===== config.mk =====
export PLATFORM = sky130hd
export DESIGN_NAME = cdb_arbiter
export DESIGN_NICKNAME = d
export VERILOG_FILES = /design/src/rtl/cdb_arbiter.sv
export SDC_FILE = /design/constraint.sdc
export NUM_CORES = 1
export LEC_CHECK = 0
export ABC_AREA = 0
export BUFFER_PORTS_ARGS = -buffer_cell sky130_fd_sc_hd__buf_4
export CAP_MARGIN = 20
export CORE_MARGIN = 2
export CORE_UTILIZATION = 44
export CTS_CLUSTER_SIZE = 25
export DETAILED_ROUTE_END_ITERATION = 7
export PLACE_DENSITY = 0.95
export SKIP_LAST_GASP = 1
export SYNTH_ARGS = -nofsm -noshare
export SYNTH_HDL_FRONTEND = slang
export SYNTH_SLANG_ARGS = --single-unit

===== constraint.sdc =====
create_clock -name clk -period 4.1 [get_ports clk]
set_clock_uncertainty 0.05 [all_clocks]
set_input_delay 0.205 -clock clk [delete_from_list [all_inputs] [get_ports clk]]
set_output_delay 0.205 -clock clk [all_outputs]
set_load 0.005 [all_outputs]

===== src/rtl/cdb_arbiter.sv =====
// cdb_arbiter
// Collects completed results from the four execution units (int, mul, div,
// ls) and publishes one tag/result per cycle on the Common Data Bus.
// Round-robin arbitration: the search starts at ptr_r, and after a transfer
// from unit k the next search starts at k+1. Grants are combinational. The
// CDB outputs are registered, so the winner of cycle N is on the bus in N+1.
//
// Ports:
//   clk                 rising-edge clock
//   reset               asynchronous reset, active low
//   <u>_valid           unit u has a completed result (u = int, mul, div, ls)
//   <u>_tag / _data     result tag and value; held stable until granted
//   <u>_rd_write        result writes a destination register
//   <u>_grant           result accepted this cycle
//   cdb_valid           bus carries a result this cycle
//   cdb_tag/data        published tag and result (held while cdb_valid=0)
//   cdb_rd_write        winner's rd_write
//   cdb_src             winner index: 0 int, 1 mul, 2 div, 3 ls

module cdb_arbiter #(
    parameter int W_DATA = 32,
    parameter int W_TAG  = 6
) (
    input  logic              clk,
    input  logic              reset,

    input  logic              int_valid,
    input  logic [W_TAG-1:0]  int_tag,
    input  logic [W_DATA-1:0] int_data,
    input  logic              int_rd_write,
    output logic              int_grant,

    input  logic              mul_valid,
    input  logic [W_TAG-1:0]  mul_tag,
    input  logic [W_DATA-1:0] mul_data,
    input  logic              mul_rd_write,
    output logic              mul_grant,

    input  logic              div_valid,
    input  logic [W_TAG-1:0]  div_tag,
    input  logic [W_DATA-1:0] div_data,
    input  logic              div_rd_write,
    output logic              div_grant,

    input  logic              ls_valid,
    input  logic [W_TAG-1:0]  ls_tag,
    input  logic [W_DATA-1:0] ls_data,
    input  logic              ls_rd_write,
    output logic              ls_grant,

    output logic              cdb_valid,
    output logic [W_TAG-1:0]  cdb_tag,
    output logic [W_DATA-1:0] cdb_data,
    output logic              cdb_rd_write,
    output logic [1:0]        cdb_src
);

    logic [1:0]        ptr_r;
    logic [3:0]        valid_vec;
    logic [3:0]        grant_vec;
    logic [1:0]        win_idx;
    logic [1:0]        idx;
    logic              found;
    logic              any_grant;
    logic [W_TAG-1:0]  win_tag;
    logic [W_DATA-1:0] win_data;
    logic              win_rd_write;

    assign valid_vec = {ls_valid, div_valid, mul_valid, int_valid};

    // First valid requester at or after ptr_r, wrapping modulo 4.
    always_comb begin
        found   = 1'b0;
        win_idx = 2'd0;
        idx     = 2'd0;
        for (int i = 0; i < 4; i++) begin
            idx = ptr_r + 2'(i);
            if (!found && valid_vec[idx]) begin
                found   = 1'b1;
                win_idx = idx;
            end
        end
    end

    // Reset gates the grants directly so nothing is accepted while the
    // registered side is being cleared.
    assign any_grant = found & reset;

    always_comb begin
        grant_vec = 4'b0000;
        if (any_grant) begin
            grant_vec[win_idx] = 1'b1;
        end
    end

    assign int_grant = grant_vec[0];
    assign mul_grant = grant_vec[1];
    assign div_grant = grant_vec[2];
    assign ls_grant  = grant_vec[3];

    always_comb begin
        win_tag      = int_tag;
        win_data     = int_data;
        win_rd_write = int_rd_write;
        case (win_idx)
            2'd1: begin
                win_tag      = mul_tag;
                win_data     = mul_data;
                win_rd_write = mul_rd_write;
            end
            2'd2: begin
                win_tag      = div_tag;
                win_data     = div_data;
                win_rd_write = div_rd_write;
            end
            2'd3: begin
                win_tag      = ls_tag;
                win_data     = ls_data;
                win_rd_write = ls_rd_write;
            end
            default: ;
        endcase
    end

    // Payload registers only load on a grant, so they hold their last value
    // while cdb_valid is low.
    always_ff @(posedge clk or negedge reset) begin
        if (!reset) begin
            ptr_r        <= 2'd0;
            cdb_valid    <= 1'b0;
            cdb_tag      <= '0;
            cdb_data     <= '0;
            cdb_rd_write <= 1'b0;
            cdb_src      <= 2'd0;
        end else if (any_grant) begin
            ptr_r        <= win_idx + 2'd1;
            cdb_valid    <= 1'b1;
            cdb_tag      <= win_tag;
            cdb_data     <= win_data;
            cdb_rd_write <= win_rd_write;
            cdb_src      <= win_idx;
        end else begin
            cdb_valid    <= 1'b0;
        end
    end

endmodule


Word-level counts from Yosys, hierarchy flattened
Cells that the tools add are included. Widths: inputs -> output; s select.

Bits in registers: 44. Memory bits (read-only): 0. Bits in writable memories: 0. Logic and storage cells: 50. Bits in latches: 0. Memories: 0. Input port bits: 162. Output and inout bits: 46.

Equal/unequal tests: 3. Reduce and logical (&&, ||, !) cells: 7. Magnitude comparators: 6. Multiply operators: 0. Div/mod/pow operators: 0. Shift-type cells: 0. Mux-type cells: 23. Bitwise gates (word level): 1. Add/subtract/negate cells: 4.

Operators with widths (number): $pmux 32 s3 (1); $pmux 6 s3 (1); $lt 2x3->1 const B (5); $mux 1 (10); $bmux 1 s2 (4); $mux 2 (4); $add 2x1->2 const B (2); $add 2x2->2 const B (2); $eq 2x2->1 const B (2); $logic_and 1x1->1 (4); $mux 4 (1); $logic_not 1->1 (3); $pmux 1 s3 (1); $demux 1 s2 (1); $eq 2x1->1 const B (1); $ge 2x1->1 const B (1); $and 1x1->1 (1).

Logic depth before layout (Yosys ltp)
Depth in word-level cells: 17. Depth in mapped cells: 9.

Worst setup path after synthesis
No wires, ideal clock.

Path type: reg-to-reg. Start: register ptr_r[1]. End: register cdb_data[27]. Buffers on the path: 1. Cell stages (with the launch flop): 9. Data arrival time: 2.179 ns. Path slack: 1.738 ns. Setup time: 0.133 ns. Required time: 3.917 ns. Cells stage by stage: dfrtp_1 -> mux2i_1 -> nor2_1 -> or4_1 -> ha_1 -> clkbuf_1 -> a222oi_1 -> mux2_2 -> o21ai_0.

Cells in the longest elaborated chain, start to end: 14. Elaborated cells on any way between the ends: 30. Classes of those cells: add/sub: 3; eq/ne: 3; mux: 17; bitwise: 1; reduce/logical: 6.

RTL lines: start, declared (RTL line 58) `logic [1:0] ptr_r;`; start signal, assigned (RTL line 136) `ptr_r <= win_idx + 2'd1;`; branches (longest 14 deep; another with $add 2x1->2); end signal, assigned (RTL line 139) `cdb_data <= win_data;`; end, declared (RTL line 53) `output logic [W_DATA-1:0] cdb_data,`.

Several ways; the timed one is not identified. The select of a mux whose other input is x is not followed. A chain may end at the register's enable or synchronous reset.

Worst setup path after layout
Start: register ptr_r[1]. End: output ls_grant.

Cells in the longest elaborated chain, start to end: 17. Elaborated cells on any way between the ends: 32. Classes of those cells: add/sub: 3; order compare: 2; mux: 19; bitwise: 1; reduce/logical: 7.

RTL lines: branches (longest 11 deep; another with $add 2x1->2); $mux 2 * (RTL line 78) `if (!found && valid_vec[idx]) begin`; via win_idx[0] (RTL line 61) `logic [1:0] win_idx;`; $lt 2x3->1 (implied by the code) or $ge 2x1->1 (tied branches) (RTL line 92) `grant_vec[win_idx] = 1'b1;`; $logic_and 1x1->1 (implied by the code) (RTL line 92); $mux 1 (implied by the code) (RTL line 92); $demux 1 s2 * (RTL line 92); $mux 4 * (RTL line 91) `if (any_grant) begin`; end, declared (RTL line 49) `output logic ls_grant,`.

Mark *: on every way through the listed nets, which the timed path passes. The select of a mux whose other input is x is not followed.

==> results by group <==
Logic synthesis
  – Post-synthesis instance area: 2800 µm²
  – Main combinational cell family by area after synthesis: compound AO/OA/AOI/OAI gates
  – Total number of yosys warnings: 0
  – Synthesized-area fraction occupied by ao, oa, aoi and oai cells: 25.8%
  – Area share of xor/xnor cells in the synthesized design: 0%
  – Synthesized net count: 468
  – Synthesized-area fraction occupied by adder cells: 2.23%
  – Number of instances in the synthesized netlist: 301
  – Fraction of the mapped netlist area in simple logic gates: 8.40%
  – Mean Syn Cell Area: 9.31 µm²
  – Count of state elements after synthesis: 44
  – Mux cell area share after synthesis: 14.0%
  – Part of the Yosys area used for sequential elements: 39.3%
  – Synth cell types: 32

STA
  – Total negative slack: 0 ns
  – Finish-stage setup viols: 0
  – Minimum clock period: 3.20 ns
  – Max frequency: 312 MHz
  – Worst-case hold slack: 0.225 ns
  – Slew Limit Headroom: 34.0%
  – Setup repair after global routing missed its margin: no
  – Transition time at the pin with the least slew margin: 0.990 ns
  – Fin crit share: 78.1%
  – Fin. Hold Viols: 0
  – Final slew viol count: 0

Power and ir drop
  – P_leak: 0.00231 µW
  – PD cells: 513 nW/µm²
  – Peak supply drop: 0.260 mV

Worst setup path
  – Critical R2R Launch: ptr_r[1]
  – Worst-path fanout max: 21
  – Kind of capture point of the worst setup path: primary output
  – Setup crit start: ptr_r[1]
  – Critical Path AT: 2.95 ns
  – Required time at the endpoint of the critical path: 3.85 ns
  – Critical Path Start Type: register
  – Type of the setup path with the least slack: register to primary output

Clock tree
  – Clk_lat worst skew: 0.28 ns
  – Post-cts sizing count: 0
  – Count of H-tree levels built during CTS: 2
  – Clock Tree Buf Depth: 2
  – TritonCTS clock tree: done
  – Clock input transition at the sequential cells of the worst setup and hold paths: 0.09 ns
  – CTS root buf: clkbuf_8
  – Number of CTS-inserted buffers: 5
  – Number of clock sinks: 44

Floorplanning
  – Initial Util: 44.9%
  – I/O pin cnt: 208
  – Horizontal die dimension: 83.8 µm
  – Placeable core region: 6240 µm²
  – Vert. Die Dim: 83.8 µm
  – Placement row count: 29
  – DIE AREA: 7020 µm²

Layout
  – Layout cells sized above 1: 52.0%
  – Top library cells by usage in the layout, fill and taps aside: buf_4 (212), dfrtp_1 (44), nand2_1 (40), inv_1 (40)
  – Synth-to-Final Area Change: 59.7%
  – Count of inserted antenna diode cells: 0
  – Most frequent standard cell in the layout excluding fill and tap cells: buf_4
  – Final net count: 662

Drt
  – Routed Wire Length: 9.59 mm
  – DRC marker count from the first detailed-route iteration: 314
  – Per-cell routed wire length: 16.7 µm
  – TritonRoute pass-1 iters: 8
  – Number of nets with antenna violations after routing: 0
  – Post-detailed-route DRC marker count: 1
  – Count of vias placed by the detailed router: 3196
  – Vias per cell: 5.58

Place
  – RePlAce Congestion: 0.869
  – PortBufs: 207
  – Hpwl dp: 7.20 mm

Min path
  – Path category of the worst min-delay check: input pin to register
  – Launch point of the worst hold path: int_data[30]

GRT
  – Wire length of the first global-routing pass: 15.3 mm
  – Overall fraction of global-route tracks in use: 26.5%
  – Number of global-route vias before repair: 3314
  – Maximum number of pins on one net before global-route repair: 84
  – Congestion Overflow GR: 0
  – Number of antenna violations at the first check in global routing: 0

Job
  – Max-cap violation count: 0

Outcome
  – Violated checks: DRC
  – Status: finished, violations left
[area by class of cell]
cell class / count / area, µm²
clock buffers: 7 / 86.3
clock inverters: 1 / 7.51
fillers: 464 / 1770
inverters: 41 / 154
multi-input cells: 190 / 1430
flip-flops and latches: 44 / 1100
well taps: 77 / 96.3
repair buffers: 213 / 1600
[worst max-delay path, stage by stage (launching register included)]
cell and delay [ns]:
dfrtp_1 0.44, mux2i_1 0.30, nor2_1 0.08, nor4_1 0.39
ha_1 0.80, buf_4 0.38, and2_1 0.17, buf_4 0.10
[per-layer routing]
metal	wire length [µm]	up-vias	GRT usage [%]	share of wire, %
met1	3450	1477	30.7	36
met4	146	0	8.65	1.5
li1	-	1496	-	-
met2	5030	211	47.9	52
met5	0	-	0	0
met3	961	12	6.53	10
[cell usage after synthesis]
library cell | n | area share [%]
o21ai_2 | 1 | 0.31
a311oi_1 | 1 | 0.31
a21o_1 | 5 | 1.3
buf_6 | 1 | 0.40
a221oi_1 | 5 | 1.6
mux2i_1 | 1 | 0.36
or4_1 | 1 | 0.27
o41ai_2 | 1 | 0.58
nor4_1 | 2 | 0.45
and2_1 | 4 | 0.89
nor3b_1 | 1 | 0.27
o32a_1 | 1 | 0.36
ha_1 | 5 | 2.2
buf_2 | 5 | 0.89
o21ai_0 | 34 | 6.1
dfrtp_1 | 44 | 39
clkbuf_2 | 2 | 0.36
buf_1 | 2 | 0.27
a21oi_1 | 7 | 1.3
buf_4 | 5 | 1.3
nor2_1 | 2 | 0.27
a22oi_1 | 5 | 1.3
a222oi_1 | 34 | 12
clkbuf_1 | 11 | 1.5
nor2b_1 | 1 | 0.22
inv_1 | 40 | 5.4
inv_2 | 1 | 0.13
nand2b_1 | 2 | 0.45
o31ai_1 | 2 | 0.54
mux2_2 | 34 | 14
nand2_1 | 40 | 5.4
or2_2 | 1 | 0.22
[registers in the layout, indices dropped and copies added (netlist names)]
register,cells
cdb_data,32
cdb_src,2
cdb_valid,1
ptr_r,2
cdb_tag,6
cdb_rd_write,1
[metrics by stage]
stage,setup WS (ns),total power [µW],utilization (%),instance area [µm²],cells
2_1_floorplan,1.74,1420,-,2800,301
3_3_place_gp,1.17,1960,70.0,4370,564
3_5_place_dp,0.982,2020,70.0,4370,564
4_1_cts,0.911,2310,71.7,4470,573
5_1_grt,0.676,2460,71.7,4470,573
6_report,0.897,2290,71.7,4470,573
[power breakdown]
part	switching [µW]	leakage, µW	total [µW]	internal [µW]
registers	119	0.000550	735	616
clock network	146	0.0000445	283	137
logic	560	0.00172	1280	715
total	825	0.00231	2290	1470
[kinds of logic after synthesis]
logic type,count (synthesis)
buffers and inverters,67
flip-flops,44
AO/OA/AOI/OAI,96
AND/OR/NAND/NOR,54
multiplexers,35
adder cells (fa/ha/maj),5
[path summary, 6_finish.rpt]
path / to / depth (start not counted) / slack (ns)
worst max-delay path: ls_grant / 7 / 0.90
worst min-delay path: cdb_data[30] / 4 / 0.22
worst max register to register: cdb_data[5] / 8 / 0.92
worst min register to register: cdb_data[25] / 1 / 0.44
max in group asynchronous: cdb_data[1] / 2 / 3.20
min in group asynchronous: cdb_data[20] / 2 / 0.41
[repair_timing]
action / CTS / global route
hold buffers: 1 / 0
buffers inserted: 0 / 0
endpoints found under the hold margin: 44 / 0
Power figures use the tool's default switching activity.
